File: src/rtl/intr_pkg.sv
// Shared constants for the interrupt controller: FSM state encoding, cause codes,
// irq bit positions and mtvec mode values.
package intr_pkg;

  typedef logic [1:0] state_t;

  localparam state_t StIdle   = 2'd0;
  localparam state_t StWaitPc = 2'd1;
  localparam state_t StTrap   = 2'd2;
  localparam state_t StHold   = 2'd3;

  localparam int unsigned IrqSw    = 0;
  localparam int unsigned IrqTimer = 1;
  localparam int unsigned IrqExt   = 2;

  localparam logic [3:0] CauseSw    = 4'd3;
  localparam logic [3:0] CauseTimer = 4'd7;
  localparam logic [3:0] CauseExt   = 4'd11;

  localparam logic [1:0] MtvecDirect   = 2'b00;
  localparam logic [1:0] MtvecVectored = 2'b01;

  // External beats software beats timer, which is not the numeric cause order.
  function automatic logic [3:0] win_code(input logic [2:0] pend);
    if (pend[IrqExt]) begin
      return CauseExt;
    end else if (pend[IrqSw]) begin
      return CauseSw;
    end else begin
      return CauseTimer;
    end
  endfunction

endpackage

File: src/rtl/intr_ctrl_if.sv
// Pipeline/CSR-side signal bundle of the interrupt controller. The controller
// uses the slave modport; the pipeline and CSR file use master.
interface intr_ctrl_if;
  logic [2:0]  irq_i;
  logic [2:0]  mie_i;
  logic        mstatus_mie_i;
  logic [31:0] mtvec_i;
  logic [31:0] mepc_i;
  logic [31:0] pc_i;
  logic        pc_valid_i;
  logic        is_mret_i;
  logic        redirect_o;
  logic [31:0] redirect_pc_o;
  logic        flush_o;
  logic        csr_trap_wr_o;
  logic [31:0] mepc_wdata_o;
  logic [31:0] mcause_wdata_o;
  logic        csr_mret_o;
  logic [2:0]  mip_o;

  modport master (
    output irq_i, mie_i, mstatus_mie_i, mtvec_i, mepc_i, pc_i, pc_valid_i, is_mret_i,
    input  redirect_o, redirect_pc_o, flush_o, csr_trap_wr_o, mepc_wdata_o,
    input  mcause_wdata_o, csr_mret_o, mip_o
  );

  modport slave (
    input  irq_i, mie_i, mstatus_mie_i, mtvec_i, mepc_i, pc_i, pc_valid_i, is_mret_i,
    output redirect_o, redirect_pc_o, flush_o, csr_trap_wr_o, mepc_wdata_o,
    output mcause_wdata_o, csr_mret_o, mip_o
  );
endinterface

File: src/rtl/intr_sync.sv
// Per-bit two-flop synchronizer for asynchronous interrupt request lines.
module intr_sync #(
  parameter int unsigned Width = 3
) (
  input  logic             clk_i,
  input  logic             rst_ni,
  input  logic [Width-1:0] d_i,
  output logic [Width-1:0] q_o
);

  logic [Width-1:0] meta_q;
  logic [Width-1:0] sync_q;

  always_ff @(posedge clk_i or negedge rst_ni) begin
    if (!rst_ni) begin
      meta_q <= '0;
      sync_q <= '0;
    end else begin
      meta_q <= d_i;
      sync_q <= meta_q;
    end
  end

  assign q_o = sync_q;

endmodule

File: src/rtl/intr_ctrl.sv
// Machine-mode interrupt controller: takes traps at the MW stage and handles MRET.
// Define INTR_SYNC_EN to pass irq_i through a 2-flop synchronizer before mip_o.
module intr_ctrl
  import intr_pkg::*;
(
  input logic         clk,
  input logic         reset,
  intr_ctrl_if.slave  bus
);

  logic [2:0] mip;

`ifdef INTR_SYNC_EN
  intr_sync #(
    .Width(3)
  ) u_intr_sync (
    .clk_i  (clk),
    .rst_ni (reset),
    .d_i    (bus.irq_i),
    .q_o    (mip)
  );
`else
  assign mip = bus.irq_i;
`endif

  logic [2:0] pend;
  logic       take;

  assign pend = mip & bus.mie_i;
  assign take = bus.mstatus_mie_i & (|pend);

  state_t      state_q, state_d;
  logic [31:0] pc_q, pc_d;
  logic [3:0]  code_q, code_d;

  always_ff @(posedge clk or negedge reset) begin
    if (!reset) begin
      state_q <= StIdle;
      pc_q    <= '0;
      code_q  <= '0;
    end else begin
      state_q <= state_d;
      pc_q    <= pc_d;
      code_q  <= code_d;
    end
  end

  always_comb begin
    state_d = state_q;
    pc_d    = pc_q;
    code_d  = code_q;
    unique case (state_q)
      StIdle: begin
        if (take) state_d = StWaitPc;
      end
      StWaitPc: begin
        // Losing the request wins over a valid PC: there is no cause left to record.
        if (!take) begin
          state_d = StIdle;
        end else if (bus.pc_valid_i) begin
          state_d = StTrap;
          pc_d    = bus.pc_i;
          code_d  = win_code(pend);
        end
      end
      StTrap:  state_d = StHold;
      StHold:  state_d = StIdle;
      default: state_d = StIdle;
    endcase
  end

  logic [31:0] base;
  logic [31:0] target;

  assign base   = {bus.mtvec_i[31:2], 2'b00};
  assign target = (bus.mtvec_i[1:0] == MtvecVectored) ? base + {26'b0, code_q, 2'b00} : base;

  logic        redirect, flush, trap_wr, mret;
  logic [31:0] redirect_pc, mepc_wdata, mcause_wdata;

  // Outputs are gated by reset so nothing escapes while the block is held in reset.
  always_comb begin
    redirect     = 1'b0;
    flush        = 1'b0;
    trap_wr      = 1'b0;
    mret         = 1'b0;
    redirect_pc  = '0;
    mepc_wdata   = '0;
    mcause_wdata = '0;
    if (reset) begin
      if (state_q == StTrap) begin
        redirect     = 1'b1;
        flush        = 1'b1;
        trap_wr      = 1'b1;
        redirect_pc  = target;
        mepc_wdata   = pc_q;
        mcause_wdata = {1'b1, 27'b0, code_q};
      end else if (state_q == StIdle && !take && bus.pc_valid_i && bus.is_mret_i) begin
        redirect    = 1'b1;
        flush       = 1'b1;
        mret        = 1'b1;
        redirect_pc = bus.mepc_i;
      end
    end
  end

  assign bus.redirect_o     = redirect;
  assign bus.redirect_pc_o  = redirect_pc;
  assign bus.flush_o        = flush;
  assign bus.csr_trap_wr_o  = trap_wr;
  assign bus.mepc_wdata_o   = mepc_wdata;
  assign bus.mcause_wdata_o = mcause_wdata;
  assign bus.csr_mret_o     = mret;
  assign bus.mip_o          = reset ? mip : 3'b000;

endmodule

File: src/flat_wrapper.sv
// flat-port wrapper written by rule: the top's interface ports become plain ports
module intr_ctrl_flat import intr_pkg::*;
  (clk, reset, bus_irq_i, bus_mie_i, bus_mstatus_mie_i, bus_mtvec_i, bus_mepc_i, bus_pc_i, bus_pc_valid_i, bus_is_mret_i, bus_redirect_o, bus_redirect_pc_o, bus_flush_o, bus_csr_trap_wr_o, bus_mepc_wdata_o, bus_mcause_wdata_o, bus_csr_mret_o, bus_mip_o);
  intr_ctrl_if bus_i ();
  input logic clk;
  input logic reset;
  input wire logic [$bits(bus_i.irq_i)-1:0] bus_irq_i;
  input wire logic [$bits(bus_i.mie_i)-1:0] bus_mie_i;
  input wire logic [$bits(bus_i.mstatus_mie_i)-1:0] bus_mstatus_mie_i;
  input wire logic [$bits(bus_i.mtvec_i)-1:0] bus_mtvec_i;
  input wire logic [$bits(bus_i.mepc_i)-1:0] bus_mepc_i;
  input wire logic [$bits(bus_i.pc_i)-1:0] bus_pc_i;
  input wire logic [$bits(bus_i.pc_valid_i)-1:0] bus_pc_valid_i;
  input wire logic [$bits(bus_i.is_mret_i)-1:0] bus_is_mret_i;
  output wire logic [$bits(bus_i.redirect_o)-1:0] bus_redirect_o;
  output wire logic [$bits(bus_i.redirect_pc_o)-1:0] bus_redirect_pc_o;
  output wire logic [$bits(bus_i.flush_o)-1:0] bus_flush_o;
  output wire logic [$bits(bus_i.csr_trap_wr_o)-1:0] bus_csr_trap_wr_o;
  output wire logic [$bits(bus_i.mepc_wdata_o)-1:0] bus_mepc_wdata_o;
  output wire logic [$bits(bus_i.mcause_wdata_o)-1:0] bus_mcause_wdata_o;
  output wire logic [$bits(bus_i.csr_mret_o)-1:0] bus_csr_mret_o;
  output wire logic [$bits(bus_i.mip_o)-1:0] bus_mip_o;
  assign bus_i.irq_i = bus_irq_i;
  assign bus_i.mie_i = bus_mie_i;
  assign bus_i.mstatus_mie_i = bus_mstatus_mie_i;
  assign bus_i.mtvec_i = bus_mtvec_i;
  assign bus_i.mepc_i = bus_mepc_i;
  assign bus_i.pc_i = bus_pc_i;
  assign bus_i.pc_valid_i = bus_pc_valid_i;
  assign bus_i.is_mret_i = bus_is_mret_i;
  assign bus_redirect_o = bus_i.redirect_o;
  assign bus_redirect_pc_o = bus_i.redirect_pc_o;
  assign bus_flush_o = bus_i.flush_o;
  assign bus_csr_trap_wr_o = bus_i.csr_trap_wr_o;
  assign bus_mepc_wdata_o = bus_i.mepc_wdata_o;
  assign bus_mcause_wdata_o = bus_i.mcause_wdata_o;
  assign bus_csr_mret_o = bus_i.csr_mret_o;
  assign bus_mip_o = bus_i.mip_o;
  intr_ctrl u_core (.clk(clk), .reset(reset), .bus(bus_i));
endmodule
File: config.mk
export PLATFORM = sky130hd
export DESIGN_NAME = intr_ctrl_flat
export DESIGN_NICKNAME = d
export VERILOG_FILES = /design/src/rtl/intr_pkg.sv /design/src/rtl/intr_ctrl_if.sv /design/src/rtl/intr_sync.sv /design/src/rtl/intr_ctrl.sv /design/src/flat_wrapper.sv
export SDC_FILE = /design/constraint.sdc
export NUM_CORES = 1
export LEC_CHECK = 0
export CORE_ASPECT_RATIO = 0.75
export CORE_MARGIN = 3
export CORE_UTILIZATION = 36
export CTS_CLUSTER_DIAMETER = 50
export DETAILED_ROUTE_END_ITERATION = 10
export PLACE_DENSITY = 0.91
export SETUP_SLACK_MARGIN = 0.5
export SLEW_MARGIN = 25
export SYNTH_ARGS = -nofsm -noshare
export SYNTH_HDL_FRONTEND = slang
export SYNTH_SLANG_ARGS = --single-unit
File: constraint.sdc
create_clock -name clk -period 4.2 [get_ports clk]
set_clock_uncertainty 0.15 [all_clocks]
set_input_delay 1.05 -clock clk [delete_from_list [all_inputs] [get_ports clk]]
set_output_delay 1.05 -clock clk [all_outputs]
set_load 0.03 [all_outputs]
=== Word-level counts from Yosys, hierarchy flattened ===
Index checks and enable logic that the tools add are counted.

* Reduce and logical (&&, ||, !) cells: 8
* Bitwise gates (word level): 2
* Add/subtract/negate cells: 1
* Multiplexer cells: 22
* Equality and inequality tests: 6

{| class="wikitable"
|+ Operator list
! cell !! count
|-
| 32-bit 2-to-1 mux || 8
|-
| 32-bit by 6-bit adder with 32-bit output || 1
|-
| 2-bit case mux with 4 select lines || 1
|-
| 1-bit 2-to-1 mux || 7
|-
| 2-bit 2-to-1 mux || 3
|-
| 3-bit 2-to-1 mux || 2
|-
| 2-bit by 1-bit equality test with 1-bit output, second input constant || 2
|-
| 2-bit equality test, second input constant || 2
|-
| 4-bit 2-to-1 mux || 1
|-
| 3-bit bitwise AND || 1
|-
| 1-bit logical AND || 3
|-
| 3-bit inequality test, second input constant || 1
|-
| 3-bit AND reduction || 1
|-
| 3-bit OR reduction || 1
|-
| 2-bit logical NOT || 1
|-
| 2-bit by 1-bit inequality test with 1-bit output, second input constant || 1
|-
| 2-bit AND reduction || 1
|-
| 1-bit bitwise AND || 1
|-
| 1-bit logical NOT || 1
|}

* Word-level logic and storage cells: 42
* Register bits after elaboration: 38
* Output and inout bits: 103
* Bits of input ports: 107

=== Depth between registers and ports, before layout ===
Gate-level depths: netlist of the first run.

* Depth after elaboration: 10
* Depth in mapped cells: 8
* Depth with buffers taken out: 8

=== Worst setup path after synthesis of the first run ===
No wires, ideal clock.

* Kind: input -> output
* Start: in bus_mtvec_i[2]
* End: out bus_redirect_pc_o[8]
* Setup slack: -0.024 ns
* Stages on the path: 8
* Data required time: 3.000 ns
* Arrival: 3.024 ns
* Buffers on the path: 0
* Cell sequence: ha_1 inv_1 fa_1 and2b_1 o22ai_2 nor3b_1 xnor2_1 o21ai_0

* Word-level cells in the longest chain between the ends: 4

{| class="wikitable"
|+ Ends and longest elaborated chain
! element !! line !! text
|-
| from (decl) || flat_wrapper.sv:10 || <nowiki>input wire logic [$bits(bus_i.mtvec_i)-1:0] bus_mtvec_i;</nowiki>
|-
| 32-bit by 6-bit adder with 32-bit output || intr_ctrl.sv:76 || <nowiki>assign target = (bus.mtvec_i[1:0] == MtvecVectored) ? base + {26'b0, code_q, 2'b00} : base;</nowiki>
|-
| 32-bit 2-to-1 mux || intr_ctrl.sv:76 ||
|-
| 32-bit 2-to-1 mux || intr_ctrl.sv:91 || <nowiki>if (state_q == StTrap) begin</nowiki>
|-
| 32-bit 2-to-1 mux || intr_ctrl.sv:90 || <nowiki>if (reset) begin</nowiki>
|-
| to (decl) || flat_wrapper.sv:16 || <nowiki>output wire logic [$bits(bus_i.redirect_pc_o)-1:0] bus_redirect_pc_o;</nowiki>
|}

Every way passes these cells.

=== Worst setup path after layout of the first run ===
* Start: in bus_mtvec_i[3]
* End: out bus_redirect_pc_o[21]

The elaborated chain is that of the path after synthesis.

==> results of run 1 <==
## final timing paths
check                                 from               endpoint  cells after the start
max                         bus_mtvec_i[3]  bus_redirect_pc_o[21]                     10
min                        u_core.pc_q[15]        u_core.pc_q[15]                      1
max reg2reg                           flop       u_core.code_q[2]                      5
min reg2reg                u_core.pc_q[15]        u_core.pc_q[15]                      1
max in group asynchronous            reset         u_core.pc_q[2]                      2
min in group asynchronous            reset       u_core.code_q[1]                      2
## per-stage QoR
step | setup TNS (ns) | utilization [%] | instances | power, mW
after CTS | 0 | 68.9 | 655 | 2.22
final | 0 | 70.6 | 659 | 2.29
after detailed placement | -4.39 | 62.0 | 634 | 1.58
after floorplan | 0 | - | 373 | 1.20
after global routing | 0 | 70.6 | 659 | 2.41
after global placement | -2.78 | 62.0 | 634 | 1.54
## critical path: cells and delay by family
kind            cells  cell delay, ns
fa+ha+maj           1            0.31
compound gates      3            0.75
simple gates        1            0.05
buf+inv             4            0.59
xor+xnor            1            0.16
## kinds of logic after synthesis
| group | Yosys count | synth area share [%] |
|---|---|---|
| AOI/OAI and AO/OA | 47 | 9.15 |
| xor gates and xnor gates | 27 | 7.76 |
| buffers and inverters | 58 | 11.6 |
| and+or+nand+nor | 138 | 26.2 |
| adders and majority gates | 5 | 2.30 |
| other | 1 | 0.123 |
| DFF | 37 | 30.4 |
| muxes | 34 | 12.5 |
## state kept, by name (all words and copies together), names as in the netlist, named ones only
| signal | count |
|---|---|
| u_core.pc_q | 32 |
| u_core.state_q | 1 |
| u_core.code_q | 3 |
## synthesized netlist by cell type, types with 3 or more instances
cell type  instances
nor3_1             9
buf_2              3
ha_1               4
buf_4             35
dfrtp_1           37
xnor2_1           26
nor2_1             8
nand4_1            5
inv_1              6
o21ai_0           12
and3_1            35
nor2b_1            4
nand2_1           40
mux2_1             7
a21oi_1            4
clkbuf_1          14
nand3_1            5
nor4_1             6
and4_1             4
mux2_2            26
o21ai_1           18
and2_1             6
## power by group through the flow
stage               clock, mW  combinational [mW]  sequential [mW]
floorplan                   0               0.617            0.587
global placement            0               0.930            0.608
detailed placement          0               0.960            0.623
CTS                     0.500                1.10            0.622
global route            0.516                1.25            0.644
finish                  0.486                1.18            0.622
## final cells by class
| type | count | area [sq um] | share of cell area [%] |
|---|---|---|---|
| clock buffers | 5 | 125 | 2.20 |
| clock inverters | 3 | 68.8 | 1.21 |
| inverters | 6 | 22.5 | 0.396 |
| multi-input cells | 279 | 2260 | 39.7 |
| flip-flops and latches | 37 | 926 | 16.3 |
| well taps | 105 | 131 | 2.31 |
| repair buffers | 224 | 2160 | 37.9 |
## layer usage
| metal | track usage (%) | up-vias | wire [um] |
|---|---|---|---|
| met5 | 0 | - | 0 |
| met2 | 40.5 | 177 | 6090 |
| li1 | - | 1585 | - |
| met3 | 4.58 | 31 | 811 |
| met4 | 4.15 | 0 | 252 |
| met1 | 28.6 | 1652 | 4830 |
## what timing repair did
item                                    4_1_cts  5_1_grt
setup buffers                                10        3
pin swaps                                    36       17
hold buffers                                  0        0
cloned                                        3        1
gates resized for setup                      80       23
endpoints found under the setup margin       35       30
==> metrics.txt, run 1 <==
Mapped Area=3050 sq um; DRT Pass-1 Iters=5; drt total wl=12000 um; startpoint types=primary input; Arrival @ worst endpoint=2.91 ns; crit-path max FO=6; FMAX=0.243 GHz; power share of the clock group=21.2%; combinational cell fraction of total power=51.6%; number of flops mapped to enable cells by yosys=0; #FFs+latches synth=37; first-pass GRT wire length=17800 um; Root Buffer=clkbuf_16; Clk pin slew, worst setup/hold paths=0.06 ns; FP Rows=28; Required @ worst endpoint=3.00 ns; measured slew at the worst slew-check pin=0.540 ns; MaxCap Viol Count=0; H-tree depth=2; pwr/cell area=403 nW/um^2; vias in the first global route=3510; RSZ-0062 raised after global routing=yes; slowest cell delay on critical path=0.34 ns; final setup margin=0.0889 ns; Sink Count=37; final-report setup violation count=0; Initial Util=37.8%; DIE AREA=9620 sq um; largest cells by area after synthesis=dfrtp_1 (30%), mux2_2 (9.6%), buf_4 (8.6%), xnor2_1 (7.5%), and3_1 (7.2%); share of async-settable or async-resettable flops after synthesis=100%; Yosys top cell area share=30.4%; Netlist cell types=51; predominant post-synthesis flop cell=dfrtp_1; post-synthesis sequential area ratio=30.4%; kind of end point of the critical path=primary output; maximum vdd drop=0.237 mV; CP max-delay cell=a211o_1; Tmin final=4.11 ns; final RePlAce weighted congestion=0.917; leak pwr=2.61 nW; Syn Inst Count=347; status=finished clean; largest net degree at the start of global routing=40; hold slack=0.336 ns; dpl hpwl=8360 um; WL per Instance=18.2 um; Slew Viols, Final=0; total number of vias=3445; Ys Warns=0; Routed Antenna Nets=0; Setup Crit Path Kind=primary input to primary output; Placement Setup Slack=-0.331 ns; total CTS buffers=5; core area=8060 sq um; initial antenna violation count=0; drt via density=5.23; sw frac=35.9%; Mean Syn Cell Area=8.78 sq um; endpoints failing hold=0; Max clock buf depth=2; # port buffers=182; GRT Total Usage=22.6%; Worst-Skew Late Latency=0.27 ns; layout cells sized above 1=40.8%; Internal Power=1.47 mW; Critical Path, Cell by Cell=buf_2, buf_4, ha_1, a211o_1, a21oi_4, clkbuf_16, nor3_2, xnor2_1, o21ai_2, buf_6; commonest non-fill, non-tap cell in the layout=clkdlybuf4s50_1; fin nets=665; HP Class=flop to flop; Reg power frac=27.2%; P_sw=823 uW; Ant. Diodes=0; commonest cells after routing, fill and taps aside=clkdlybuf4s50_1 (84), buf_4 (79), nand2_1 (38); slew margin rel.=64.0%; CTS tree=done; Final Instance Area=5690 sq um; Syn-to-layout area delta=86.7%; Initial DRC Count=207; die width=112 um; # IOs=210; fillers=617; DP Area=5000 sq um; reg-to-reg setup timing slack=2.01 ns; grt total ovfl=0; Vert. Die Dim=85.7 um; cell accounting for the most synthesized area=dfrtp_1; fin crit share=97.9%; Post-route DRC=0
(Power assumes the default switching activity.)
==> run 2, diff against run 1 <==
- TNS_END_PERCENT: not set -> 30
==> run 2 against run 1 <==
Effect of this change: combinational power down 9%; cell count decreased by 2.0%; register-to-register slack better by 0.25 ns; hold slack worse by 0.0084 ns; total power is 9.8% lower; via count is 5.0% lower; global-route usage is 0.38 points lower; utilization is 4.3 points lower; worst setup slack worse by 0.010 ns; sequential cell count did not move; sequential share of layout area is 1.1 points higher; critical path depth stayed put; largest cell class unchanged; largest power group unchanged.
==> metrics.txt, run 2 (synthesis gave the netlist of run 1 again) <==
status=finished clean (unchanged); startpoint types=primary input (unchanged); most used routing layer in global routing=met2 (unchanged); Internal Power=1.29 mW (was 1.47 mW); routing usage on met3=3.67% (was 4.58%); Initial DRC Count=140 (was 207); grt total ovfl=0 (unchanged); maximum vdd drop=0.240 mV (was 0.237 mV); combinational cell fraction of total power=51.9% (was 51.6%); leak pwr=2.43 nW (was 2.61 nW); Multi-input gate area=2190 sq um (was 2260 sq um); CP max-delay cell=fa_2 (was a211o_1); HP Start=u_core.pc_q[17] (was u_core.pc_q[15]); Final Instance Area=5340 sq um (was 5690 sq um); endpoints failing hold=0 (unchanged); Required @ worst endpoint=3.00 ns (about the same); commonest cells after routing, fill and taps aside=clkdlybuf4s50_1 (91), buf_4 (85), nand2_1 (39) (was clkdlybuf4s50_1 (84), buf_4 (79), nand2_1 (38)); register area=926 sq um (unchanged); H-tree depth=2 (unchanged); Slew Viols, Final=0 (unchanged); RSZ-0062 raised after global routing=yes (unchanged); total number of vias=3273 (was 3445); Reg2Reg Capture Point=u_core.pc_q[21] (was u_core.code_q[2]); power share of the clock group=17.6% (was 21.2%); initial antenna violation count=0 (unchanged); HP Class=flop to flop (unchanged); Setup Crit Path Kind=primary input to primary output (unchanged); post-placement cell count=630 (was 634); fin nets=653 (was 665); max FFs per register=32 (unchanged); Post-route DRC=0 (unchanged); Hold Path End=u_core.pc_q[17] (was u_core.pc_q[15]); DP Area=4940 sq um (was 5000 sq um); final non-filler cell total=646 (was 659); # IOs=210 (unchanged); DIE AREA=9620 sq um (unchanged); pwr/cell area=387 nW/um^2 (was 403 nW/um^2); hold buffers post-CTS=0 (unchanged); Critical Path, Cell by Cell=buf_8, ha_4, inv_2, fa_2, and2b_4, o221ai_4, nor4_2, xnor2_1, o21ai_2, buf_4 (was buf_2, buf_4, ha_1, a211o_1, a21oi_4, clkbuf_16, nor3_2, xnor2_1, o21ai_2, buf_6); Reg power frac=30.5% (was 27.2%); Max clock buf depth=2 (unchanged); commonest non-fill, non-tap cell in the layout=clkdlybuf4s50_1 (unchanged); final-report setup violation count=0 (unchanged); P_sw=772 uW (was 823 uW); core area=8060 sq um (unchanged); vias in the first global route=3497 (was 3510); Syn-to-layout area delta=75.3% (was 86.7%); met1 GRT Util=27.3% (was 28.6%); Arrival @ worst endpoint=2.92 ns (was 2.91 ns); worst hold path depth=1 (unchanged); Routed Antenna Nets=0 (unchanged); layout cells sized above 1=36.8% (was 40.8%); WL per Instance=17.2 um (was 18.2 um); Clk pin slew, worst setup/hold paths=0.06 ns (about the same); Tmin final=4.12 ns (was 4.11 ns); dpl hpwl=8520 um (was 8360 um); DRT Pass-1 Iters=4 (was 5); Placement Setup Slack=-0.315 ns (was -0.331 ns); FMAX=0.243 GHz (about the same); reg-to-reg setup timing slack=2.26 ns (was 2.01 ns); Root Buffer=clkbuf_16 (unchanged); # port buffers=182 (unchanged); Final TNS setup=0 ns (unchanged); Ant. Diodes=0 (unchanged); M2 GR Usage=40.6% (was 40.5%); crit-path max FO=4 (was 6); fillers=653 (was 617); slowest cell delay on critical path=0.37 ns (was 0.34 ns); Top Registers=u_core.pc_q: 32 flops, u_core.code_q: 3 flops, u_core.state_q: 1 flops (unchanged); Most flops, register=u_core.pc_q (unchanged); GRT Total Usage=22.2% (was 22.6%); MaxCap Viol Count=0 (unchanged); final RePlAce weighted congestion=0.822 (was 0.917); hold slack=0.327 ns (was 0.336 ns); largest net degree at the start of global routing=37 (was 40); Initial Util=37.8% (unchanged); sw frac=37.4% (was 35.9%); total CTS buffers=5 (unchanged); Vert. Die Dim=85.7 um (unchanged); FP Rows=28 (unchanged); die width=112 um (unchanged); Reg2Reg Depth=4 (was 5); CTS tree=done (unchanged); first-pass GRT wire length=17500 um (was 17800 um); drt total wl=11100 um (was 12000 um); final setup margin=0.0785 ns (was 0.0889 ns); Sink Count=37 (unchanged); kind of end point of the critical path=primary output (unchanged); Worst-Skew Late Latency=0.27 ns (about the same); fin crit share=98.1% (was 97.9%); drt via density=5.07 (was 5.23)
-- run 2: cell count changes in the layout (fill, tap and decap cells not counted), sizes merged --
cell,delta
bufinv,-2
clkdlybuf4s50,+7
clkbuf,+3
dlymetal6s2s,-1
dlygate4sd2,-7
o22ai,+1
inv,-1
buf,-13
-- run 2: layer usage --
metal  routed length (um)  vias up
met1                 4470     1578
met4                  204        0
li1                     -     1553
met2                 5820      122
met3                  590       20
met5                    0        -
-- run 2: worst max-delay path: cells and delay by family --
kind / cells / cell delay (ns)
AO/OA/AOI/OAI: 2 / 0.29
AND/OR/NAND/NOR: 2 / 0.65
adder cells (fa/ha/maj): 2 / 0.49
XOR/XNOR: 1 / 0.15
buffers and inverters: 3 / 0.29
-- run 2: cell type report --
class / instances / area share (%)
Multi-Input combinational cell: 280 / 41.0
Timing Repair Buffer: 211 / 36.1
Sequential cell: 37 / 17.3
Clock buffer: 7 / 2.67
Tap cell: 105 / 2.46
Inverter: 6 / 0.422
-- run 2: through the flow --
step / utilization (%) / total power, mW
6_report: 66.3 / 2.07
5_1_grt: 66.3 / 2.20
4_1_cts: 65.5 / 2.05
3_5_place_dp: 61.3 / 1.57
3_3_place_gp: 61.3 / 1.52
2_1_floorplan: - / 1.20
-- run 2: how the worst max path moves through the flow --
stage	slack [ns]	end	start
global route	0.009	bus_redirect_pc_o[30]	bus_mtvec_i[2]
global placement	-0.25	bus_redirect_pc_o[24]	bus_mtvec_i[2]
CTS	0.11	bus_redirect_pc_o[26]	bus_mtvec_i[2]
detailed placement	-0.31	bus_redirect_pc_o[24]	bus_mtvec_i[2]
floorplan	0.35	bus_redirect_pc_o[24]	bus_mtvec_i[2]
finish	0.08	bus_redirect_pc_o[24]	bus_mtvec_i[2]
-- run 2: power by group through the flow --
stage	combinational [mW]	sequential [mW]	clock, mW
final	1.07	0.630	0.364
after global routing	1.15	0.651	0.392
after CTS	1.05	0.626	0.374
after detailed placement	0.937	0.629	0
after global placement	0.906	0.612	0
after floorplan	0.613	0.587	0
-- run 2: what timing repair did --
| item | CTS | global route |
|---|---|---|
| setup endpoints to repair | 33 | 35 |
| setup buffers | 4 | 2 |
| gates cloned | 3 | 0 |
| pin swaps | 24 | 12 |
| gates resized for setup | 49 | 15 |
